[config.mk]
export PLATFORM = sky130hd
export DESIGN_NAME = complex_alu
export DESIGN_NICKNAME = d
export VERILOG_FILES = /design/src/rtl/complex_alu.sv
export SDC_FILE = /design/constraint.sdc
export NUM_CORES = 2
export LEC_CHECK = 0
export ABC_AREA = 1
export CAP_MARGIN = 20
export CORE_ASPECT_RATIO = 1.1
export CORE_MARGIN = 4
export CORE_UTILIZATION = 59
export DETAILED_ROUTE_END_ITERATION = 6
export GPL_TIMING_DRIVEN = 1
export PLACE_DENSITY = 0.9
export SYNTH_ARGS = -nofsm -noshare
export SYNTH_HDL_FRONTEND = slang
export SYNTH_SLANG_ARGS = --single-unit
[constraint.sdc]
create_clock -name clock -period 20.8 [get_ports clock]
set_input_delay 4.16 -clock clock [delete_from_list [all_inputs] [get_ports clock]]
set_output_delay 4.16 -clock clock [all_outputs]
set_load 0.01 [all_outputs]
[src/rtl/complex_alu.sv]
// complex_alu: multi-cycle complex-number ALU feeding the operation controller.
//
// Ports:
//   clock     rising-edge clock
//   reset     synchronous, active-low reset
//   start     request, sampled only while idle
//   opr       4-bit opcode (controller opr map)
//   a_in/b_in packed complex operands {real[2CW-1:CW], imag[CW-1:0]}
//   out_alux  result {real[4CW-1:2CW], imag[2CW-1:0]}, held until next completion
//   done      one-cycle completion pulse, out_alux valid from this cycle
//   busy      operation in flight
//   err       illegal-opcode flag (only when ALU_ILLEGAL_OP_EN is defined)
//
// Optional feature macro: ALU_ILLEGAL_OP_EN. When defined, illegal opcodes are
// accepted and complete in one cycle with out_alux=0 and err=1. When undefined,
// illegal opcodes are ignored and the err port does not exist.
module complex_alu #(
    parameter int CW = 16
) (
    input  logic            clock,
    input  logic            reset,
    input  logic            start,
    input  logic [3:0]      opr,
    input  logic [2*CW-1:0] a_in,
    input  logic [2*CW-1:0] b_in,
    output logic [4*CW-1:0] out_alux,
    output logic            done,
    output logic            busy
`ifdef ALU_ILLEGAL_OP_EN
    ,
    output logic            err
`endif
);

    localparam logic [3:0] OP_PASS_A = 4'b0000;
    localparam logic [3:0] OP_PASS_B = 4'b0001;
    localparam logic [3:0] OP_SUM    = 4'b0010;
    localparam logic [3:0] OP_SUB    = 4'b0011;
    localparam logic [3:0] OP_CMUL   = 4'b0100;
    localparam logic [3:0] OP_RMUL   = 4'b0110;
    localparam logic [3:0] OP_EQ     = 4'b1000;
    localparam logic [3:0] OP_MOD_A  = 4'b1001;
    localparam logic [3:0] OP_MOD_B  = 4'b1010;

    localparam int CNTW = (CW > 4) ? $clog2(CW) : 2;
    localparam logic [CNTW-1:0] CNT_SQRT_LAST = CNTW'(CW - 1);

    typedef enum logic [2:0] {IDLE, EXEC, MUL, SQ, SQRT} state_t;

    function automatic logic legal_op(input logic [3:0] op);
        case (op)
            OP_PASS_A, OP_PASS_B, OP_SUM, OP_SUB, OP_CMUL,
            OP_RMUL, OP_EQ, OP_MOD_A, OP_MOD_B: legal_op = 1'b1;
            default:                            legal_op = 1'b0;
        endcase
    endfunction

    function automatic logic [2*CW-1:0] sx_cw(input logic [CW-1:0] v);
        sx_cw = {{CW{v[CW-1]}}, v};
    endfunction

    function automatic logic [2*CW-1:0] sx_cw1(input logic [CW:0] v);
        sx_cw1 = {{(CW-1){v[CW]}}, v};
    endfunction

    state_t                state;
    logic [CNTW-1:0]       cnt;
    logic [3:0]            op_q;
    logic [2*CW-1:0]       a_q, b_q;
    logic signed [2*CW-1:0] acc_r, acc_i;
    logic [CW+1:0]         rem;
    logic [CW-1:0]         root;

    logic                  accept;
    logic                  finish;
    logic [CNTW-1:0]       last_mul;

`ifdef ALU_ILLEGAL_OP_EN
    assign accept = start;
`else
    assign accept = start && legal_op(opr);
`endif

    // Operand component views
    logic signed [CW-1:0] a_r, a_i, b_r, b_i, src_r, src_i;
    logic [2*CW-1:0]      src_q;
    assign a_r   = a_q[2*CW-1:CW];
    assign a_i   = a_q[CW-1:0];
    assign b_r   = b_q[2*CW-1:CW];
    assign b_i   = b_q[CW-1:0];
    assign src_q = (op_q == OP_MOD_B) ? b_q : a_q;
    assign src_r = src_q[2*CW-1:CW];
    assign src_i = src_q[CW-1:0];

    // Single shared CWxCW signed multiplier; operands chosen by state/step
    logic signed [CW-1:0]   mul_x, mul_y;
    logic signed [2*CW-1:0] prod;
    always_comb begin
        mul_x = a_r;
        mul_y = b_r;
        if (state == SQ) begin
            mul_x = cnt[0] ? src_i : src_r;
            mul_y = cnt[0] ? src_i : src_r;
        end else begin
            case (cnt[1:0])
                2'd0:    begin mul_x = a_r; mul_y = b_r; end
                2'd1:    begin mul_x = a_i; mul_y = b_i; end
                2'd2:    begin mul_x = a_r; mul_y = b_i; end
                default: begin mul_x = a_i; mul_y = b_r; end
            endcase
        end
    end
    assign prod = mul_x * mul_y;

    // Single-cycle results, computed at CW+1 bits then sign-extended
    logic [CW:0]     sum_r, sum_i, sub_r, sub_i;
    logic [4*CW-1:0] exec_res;
    assign sum_r = {a_r[CW-1], a_r} + {b_r[CW-1], b_r};
    assign sum_i = {a_i[CW-1], a_i} + {b_i[CW-1], b_i};
    assign sub_r = {a_r[CW-1], a_r} - {b_r[CW-1], b_r};
    assign sub_i = {a_i[CW-1], a_i} - {b_i[CW-1], b_i};

    always_comb begin
        exec_res = '0;
        case (op_q)
            OP_PASS_A: exec_res = {sx_cw(a_r), sx_cw(a_i)};
            OP_PASS_B: exec_res = {sx_cw(b_r), sx_cw(b_i)};
            OP_SUM:    exec_res = {sx_cw1(sum_r), sx_cw1(sum_i)};
            OP_SUB:    exec_res = {sx_cw1(sub_r), sx_cw1(sub_i)};
            OP_EQ:     exec_res = {{(4*CW-1){1'b0}}, (a_q == b_q)};
            default:   exec_res = '0;  // illegal opcodes complete with zero
        endcase
    end

    // Restoring square root step: acc_r holds the radicand, consumed two bits
    // at a time from the top; one root bit produced per cycle, MSB first.
    logic [CW+1:0] rem_sh, trial, rem_nx;
    logic          sq_ge;
    logic [CW-1:0] root_nx;
    assign rem_sh  = (rem << 2) | {{CW{1'b0}}, acc_r[2*CW-1:2*CW-2]};
    assign trial   = {root, 2'b01};
    assign sq_ge   = (rem_sh >= trial);
    assign rem_nx  = sq_ge ? (rem_sh - trial) : rem_sh;
    assign root_nx = {root[CW-2:0], sq_ge};

    assign last_mul = (op_q == OP_RMUL) ? CNTW'(1) : CNTW'(3);
    assign finish   = (state == EXEC) ||
                      ((state == MUL)  && (cnt == last_mul)) ||
                      ((state == SQRT) && (cnt == CNT_SQRT_LAST));

    always_ff @(posedge clock) begin
        if (!reset) begin
            state    <= IDLE;
            cnt      <= '0;
            op_q     <= '0;
            a_q      <= '0;
            b_q      <= '0;
            acc_r    <= '0;
            acc_i    <= '0;
            rem      <= '0;
            root     <= '0;
            out_alux <= '0;
            done     <= 1'b0;
            busy     <= 1'b0;
        end else begin
            done <= finish;
            if (finish) begin
                busy  <= 1'b0;
                state <= IDLE;
            end
            case (state)
                IDLE: if (accept) begin
                    op_q <= opr;
                    a_q  <= a_in;
                    b_q  <= b_in;
                    busy <= 1'b1;
                    cnt  <= '0;
                    case (opr)
                        OP_CMUL, OP_RMUL:   state <= MUL;
                        OP_MOD_A, OP_MOD_B: state <= SQ;
                        default:            state <= EXEC;
                    endcase
                end
                EXEC: out_alux <= exec_res;
                MUL: begin
                    cnt <= cnt + 1'b1;
                    case (cnt[1:0])
                        2'd0: acc_r <= prod;
                        2'd1: begin
                            if (op_q == OP_RMUL) out_alux <= {acc_r, prod};
                            else                 acc_r    <= acc_r - prod;
                        end
                        2'd2:    acc_i    <= prod;
                        default: out_alux <= {acc_r, acc_i + prod};
                    endcase
                end
                SQ: begin
                    if (!cnt[0]) begin
                        acc_r <= prod;
                        cnt   <= cnt + 1'b1;
                    end else begin
                        // Sum of squares fits unsigned 2*CW bits
                        acc_r <= acc_r + prod;
                        cnt   <= '0;
                        rem   <= '0;
                        root  <= '0;
                        state <= SQRT;
                    end
                end
                SQRT: begin
                    acc_r <= acc_r << 2;
                    rem   <= rem_nx;
                    root  <= root_nx;
                    cnt   <= cnt + 1'b1;
                    if (finish) out_alux <= {{CW{1'b0}}, root_nx, {(2*CW){1'b0}}};
                end
                default: state <= IDLE;
            endcase
        end
    end

`ifdef ALU_ILLEGAL_OP_EN
    // err reflects the most recent completion; every completion rewrites it
    always_ff @(posedge clock) begin
        if (!reset)      err <= 1'b0;
        else if (finish) err <= !legal_op(op_q);
    end
`endif

endmodule

* Word level (Yosys, flattened, before mapping) *
Memories as Yosys holds them, arrays and structs flattened.
Cells that the tools add are included.

operators by class
  add/sub/neg operators = 9
  multiply operators = 1
  divide/modulo/power cells = 0
  magnitude comparators = 1
  eq/ne operators = 26
  shift operators = 0
  multiplexer cells = 32
  bitwise logic cells = 1
  reduce and logical (&&, ||, !) cells = 24

operators with widths
  operator                                                                count
  64-bit case mux with 5 select lines                                     1
  64-bit case mux with 3 select lines                                     1
  16-bit two-way mux                                                      8
  64-bit two-way mux                                                      2
  64-bit case mux with 2 select lines                                     1
  32-bit two-way mux                                                      3
  32-bit case mux with 3 select lines                                     1
  32-bit adder                                                            2
  16-bit case mux with 2 select lines                                     2
  32-bit case mux with 2 select lines                                     1
  16-bit by 16-bit adder with 17-bit output                               2
  16-bit by 16-bit subtractor with 17-bit output                          2
  32-bit equality test                                                    1
  16-bit by 16-bit multiplier with 32-bit output                          1
  32-bit subtractor                                                       1
  4-bit equality test (second input constant)                             5
  18-bit greater-or-equal comparator                                      1
  18-bit by 2-bit bitwise OR with 18-bit output                           1
  16-bit subtractor                                                       1
  4-bit by 3-bit equality test with 1-bit output (second input constant)  3
  4-bit case mux with 3 select lines                                      1
  2-bit OR reduction                                                      5
  3-bit two-way mux                                                       3
  3-bit case mux with 3 select lines                                      1
  27 further kinds                                                        44

word-level totals
  register bits = 237
  bits in latches = 0
  RAM bits = 0
  bits in read-only memories = 16
  input port bits = 71
  memories kept = 1

memories
  memory            depth  width  rd ports  clocked after memory_dff  write ports  RTL line  source
  (name not given)  16     1      1         0                         0            51        case (op)

* Depth between registers and ports, before layout *
  depth in word-level cells = 9
  gate-level depth with buffers = 54
  mapped depth without buffers = 51

* Worst setup path before layout *
Ideal clock, no wire load.

  kind = flip-flop to flip-flop
  start = register cnt[0]
  end = register acc_r[30]
  library setup time = 0.109 ns
  arrival time = 8.447 ns
  required time = 20.691 ns
  path slack = 12.244 ns
  stages on the path, launching flop included = 44
  clock period less this slack = 8.556 ns
  path through = dfxtp_1 -> inv_1 -> buf_2 -> ha_1 -> clkbuf_1 -> clkbuf_1 -> o211ai_1 -> nand2_2 -> nor2_2 -> fa_1 -> inv_1 -> fa_1 -> inv_1 -> fa_1 -> inv_1 -> fa_1 -> fa_1 -> inv_1 -> [... 8 more ...] -> and2_1 -> clkbuf_1 -> inv_1 -> ha_1 -> clkbuf_1 -> inv_1 -> a21oi_1 -> o21bai_1 -> a21oi_1 -> o21ai_0 -> a21oi_1 -> nand2_1 -> nand2_1 -> nand3_1 -> nand3_1 -> nand3_1 -> nand2_1 -> inv_1

on the way
  longest elaborated chain between the ends = 9

ends and longest elaborated chain
  what                                                RTL line  source
  from (decl)                                         67        logic [CNTW-1:0] cnt;
  from (signal assigned)                              186       cnt <= cnt + 1'b1;
  from (signal assigned)                              200       cnt <= cnt + 1'b1;
  from (signal assigned)                              214       cnt <= cnt + 1'b1;
  2-bit equality test, or another cell as far along   105       case (cnt[1:0])
  2-bit OR reduction (no source line)                 -
  16-bit two-way mux                                  105
  16-bit two-way mux                                  101       if (state == SQ) begin
  16-bit by 16-bit multiplier with 32-bit output (*)  113       assign prod = mul_x * mul_y;
  net prod[27]                                        97        logic signed [2*CW-1:0] prod;
  32-bit subtractor                                   191       else acc_r <= acc_r - prod;
  32-bit two-way mux                                  190       if (op_q == OP_RMUL) out_alux <= {acc_r, prod};
  32-bit case mux with 2 select lines                 187       case (cnt[1:0])
  32-bit case mux with 3 select lines (*)             171       case (state)
  to (signal assigned)                                188       2'd0: acc_r <= prod;
  to (signal assigned)                                191
  to (signal assigned)                                199       acc_r <= prod;
  to (decl)                                           70        logic signed [2*CW-1:0] acc_r, acc_i;

The timed path passes the listed nets; every way through them passes the cells marked *. The select of a mux whose other input is x is not followed.
A chain may end at the register's enable or synchronous reset.

* Worst setup path after layout *
  start = register state[0]
  end = register acc_r[29]

on the way
  longest elaborated chain between the ends = 7

ends and longest elaborated chain
  what                                                RTL line  source
  from (decl)                                         66        state_t state;
  from (signal assigned)                              153       state <= IDLE;
  from (signal assigned)                              169       state <= IDLE;
  from (signal assigned)                              179       OP_CMUL, OP_RMUL: state <= MUL;
  3-bit by 2-bit equality test with 1-bit output (*)  101
  16-bit two-way mux                                  101
  16-bit by 16-bit multiplier with 32-bit output (*)  113
  net prod[23]                                        97
  32-bit subtractor                                   191
  32-bit two-way mux                                  190
  32-bit case mux with 2 select lines                 187
  32-bit case mux with 3 select lines (*)             171

Marked as above.

==> flow_summary.yaml <==
status:
  status: "complete, but fails checks"
  violations: "DRC"
worst_setup_path:
  crit_slowest_cell: "nor3_4"
  crit_required_ns: 21.29
  endpoint_kind: "flip-flop"
  critPathLaunchType: "flip-flop"
  cpMostUsedCell: "nand2_1"
  worstPathMaxFanout: 32
  worst_ep_arrival_time_ns: 11.53
  crit_type: "flip-flop to flip-flop"
  cpPeakStageDelay_ns: 0.66
synthesis:
  synthCells: 4736
  avgSynthCellArea_um2: 6.68
  synth_top_area_cell: "fa_1"
  synth.most_common_cell: "nand2_1"
  synth_edf_count: 0
  yosysWarnings: 0
  synth_nets: 5309
  synth.top_cells.by_area: "fa_1 17%, dfxtp_1 15%, nand2_1 11%"
  yosysUniqueCellTypes: 61
  ys_ff_latch: 237
  synth_common_cells: "915 x nand2_1, 806 x inv_1, 451 x nor2_1"
  seq_area_frac_synth_pct: 15.0
  synth_area_mm2: 0.0317
  yosysTopAreaCellShare_pct: 16.9
  async_reset_ff_share_pct: 0
  synth_ff_type: "dfxtp_1"
clock_tree:
  post_cts_resized: 0
  cts_root_buf: "clkbuf_16"
  clock_sinks: 237
  htreeDepth: 1
  clk_pin_slew_ns: 0.07
  clockBufferDepth: 3
  cts-buffers-inserted: 27
  cts_tree: "yes"
  cts-hold-fix-buffers: 0
  clock_latency_ns: 0.63
  post_cts_buffers: 0
global_route:
  grt_max_degree: 101
  gr-max-usage-layer: "met2"
  grt_usage_pct: 42.7
  antenna_found_initial: 3
  grt.met1_usage_pct: 52.9
  grt_remaining_overflow: 0
  grt_pass1_wl_mm: 191
  use_met3_pct: 10.8
  groute.layer.met2.usage_pct: 65.3
  grt_pass1_vias: 32505
detailed_routing:
  drtIter0Drc: 4484
  drc: 35
  postRouteAntennaNets: 0
  vias: 33910
  wl_per_cell_um: 23.1
  first_pass_iters: 7
  viasPerCell: 6.21
  wirelength_mm: 126
placed_design:
  hpwl_mm: 102
  io_buffers: 136
  gp_congestion: 1.14
timing:
  period_share_pct: 53.1
  tightest_slew_ns: 1.21
  grt_setup_unrepaired: "false"
  fmax_ghz: 0.0905
  hold_viol_final: 0
  setup_viol: 0
  final.setup.tns_ns: 0
  fin_worst_skew_ns: 0.0462
  maxSlewViolCount: 0
  max-slew-margin-rel_pct: 18.5
  min_period_ns: 11.05
die:
  fp.dieH_um: 251
  start_util_pct: 60.0
  dieWidth_um: 229
  rows: 88
  io_pins: 137
  core_area_mm2: 0.0527
  die-area_mm2: 0.0574
final_layout:
  drive_above_1_share_pct: 3.85
  nFillCells: 4765
  multiInputGateArea_mm2: 0.0230
  fin_util_pct: 64.9
  finalNetCount: 5338
  synthToLayoutAreaGrowth_pct: 8.06
  regArea_mm2: 0.00474
hold_path:
  hold_class: "flip-flop to flip-flop"
pwr:
  power.density_mw_per_mm2: 102
  leakage_nw: 16.4
  ir_drop_mv: 0.0891
job:
  maxCapViolCount: 0
worst max-delay path, delay by kind of cell (launching register included):
kind                       cells  cell delay [ns]
and+or+nand+nor               17             3.04
adders and majority gates      8             3.83
AOI/OAI and AO/OA              9             1.77
buffers and inverters         10             1.87
DFF                            1             0.33
metrics by stage:
| stage | total power [mW] | worst slack (ns) | instance area, µm² | hold slack [ns] | instances |
|---|---|---|---|---|---|
| 4_1_cts | 3.39 | 10.03 | 34200 | 0.467 | 5457 |
| 5_1_grt | 3.71 | 9.30 | 34200 | 0.481 | 5459 |
| 3_3_place_gp | 2.89 | 10.19 | 33300 | 0.450 | 5409 |
| 2_1_floorplan | 2.11 | 12.24 | 31700 | 0.441 | 4736 |
| 3_5_place_dp | 2.89 | 10.11 | 33300 | 0.459 | 5409 |
| 6_report | 3.50 | 9.75 | 34200 | 0.471 | 5461 |
per-layer routing:
metal / vias up / part of all wire, %
met5: - / 0.0095
met4: 2 / 9.0
met3: 604 / 13
met2: 2363 / 42
met1: 15541 / 36
li1: 15400 / -
kinds of logic after synthesis:
group | count (synthesis) | synth area share [%]
AO/OA/AOI/OAI | 1132 | 20.5
XOR/XNOR | 95 | 2.63
adder cells (fa/ha/maj) | 502 | 26.2
flip-flops | 237 | 15.0
AND/OR/NAND/NOR | 1755 | 23.1
buffers and inverters | 1015 | 12.5
final cells by class:
class / instances / area share, %
Multi-Input combinational cell: 3484 / 67.1
Sequential cell: 237 / 13.9
Antenna cell: 2 / 0.0146
Timing Repair Buffer: 164 / 4.65
Tap cell: 675 / 2.47
Clock inverter: 13 / 0.333
Inverter: 851 / 9.39
Clock buffer: 35 / 2.18
final timing paths:
path / start / endpoint / slack (ns) / cells after the start
max: state[0] / acc_r[29] / 9.75 / 44
min: root[0] / root[0] / 0.47 / 2
max reg2reg: state[0] / acc_r[29] / 9.75 / 44
min reg2reg: root[0] / root[0] / 0.47 / 2
state kept, by name (all words and copies together) (netlist names):
name	flops
op_q	4
cnt	4
acc_r	32
acc_i	32
out_alux	64
b_q	32
a_q	32
rem	16
busy	1
state	3
root	16
done	1
placed cells by master (no fill, tap or decap), drive strengths merged, types with 2 or more instances in the layout:
cell / netlist / layout
o2111ai: 5 / 5
nand3b: 8 / 8
buf: 42 / 29
a221oi: 8 / 8
nor4: 16 / 16
o31a: 2 / 2
clkinv: 7 / 13
a31oi: 44 / 44
xor2: 81 / 81
clkdlybuf4s50: 0 / 135
nor3: 56 / 56
ha: 235 / 235
nor3b: 5 / 5
o21ai: 384 / 384
nand4: 36 / 36
a21o: 12 / 12
dfxtp: 237 / 237
a41oi: 9 / 9
nand2: 926 / 926
xnor2: 14 / 14
o21a: 18 / 18
fa: 267 / 267
nor2: 474 / 474
o22ai: 22 / 22
a21boi: 10 / 10
o31ai: 5 / 5
a211oi: 4 / 4
inv: 844 / 849
o221ai: 24 / 24
nand3: 219 / 219
diode: 0 / 2
a22oi: 3 / 3
or2: 14 / 14
a21oi: 458 / 458
o211ai: 88 / 88
o21bai: 33 / 33
clkbuf: 122 / 35
clkinvlp: 0 / 2
power by group:
| part | internal, mW | switching, mW |
|---|---|---|
| logic | 0.695 | 1.80 |
| clock network | 0.257 | 0.231 |
| registers | 0.479 | 0.0377 |
Note: power is estimated with default switching activity, not from simulation.
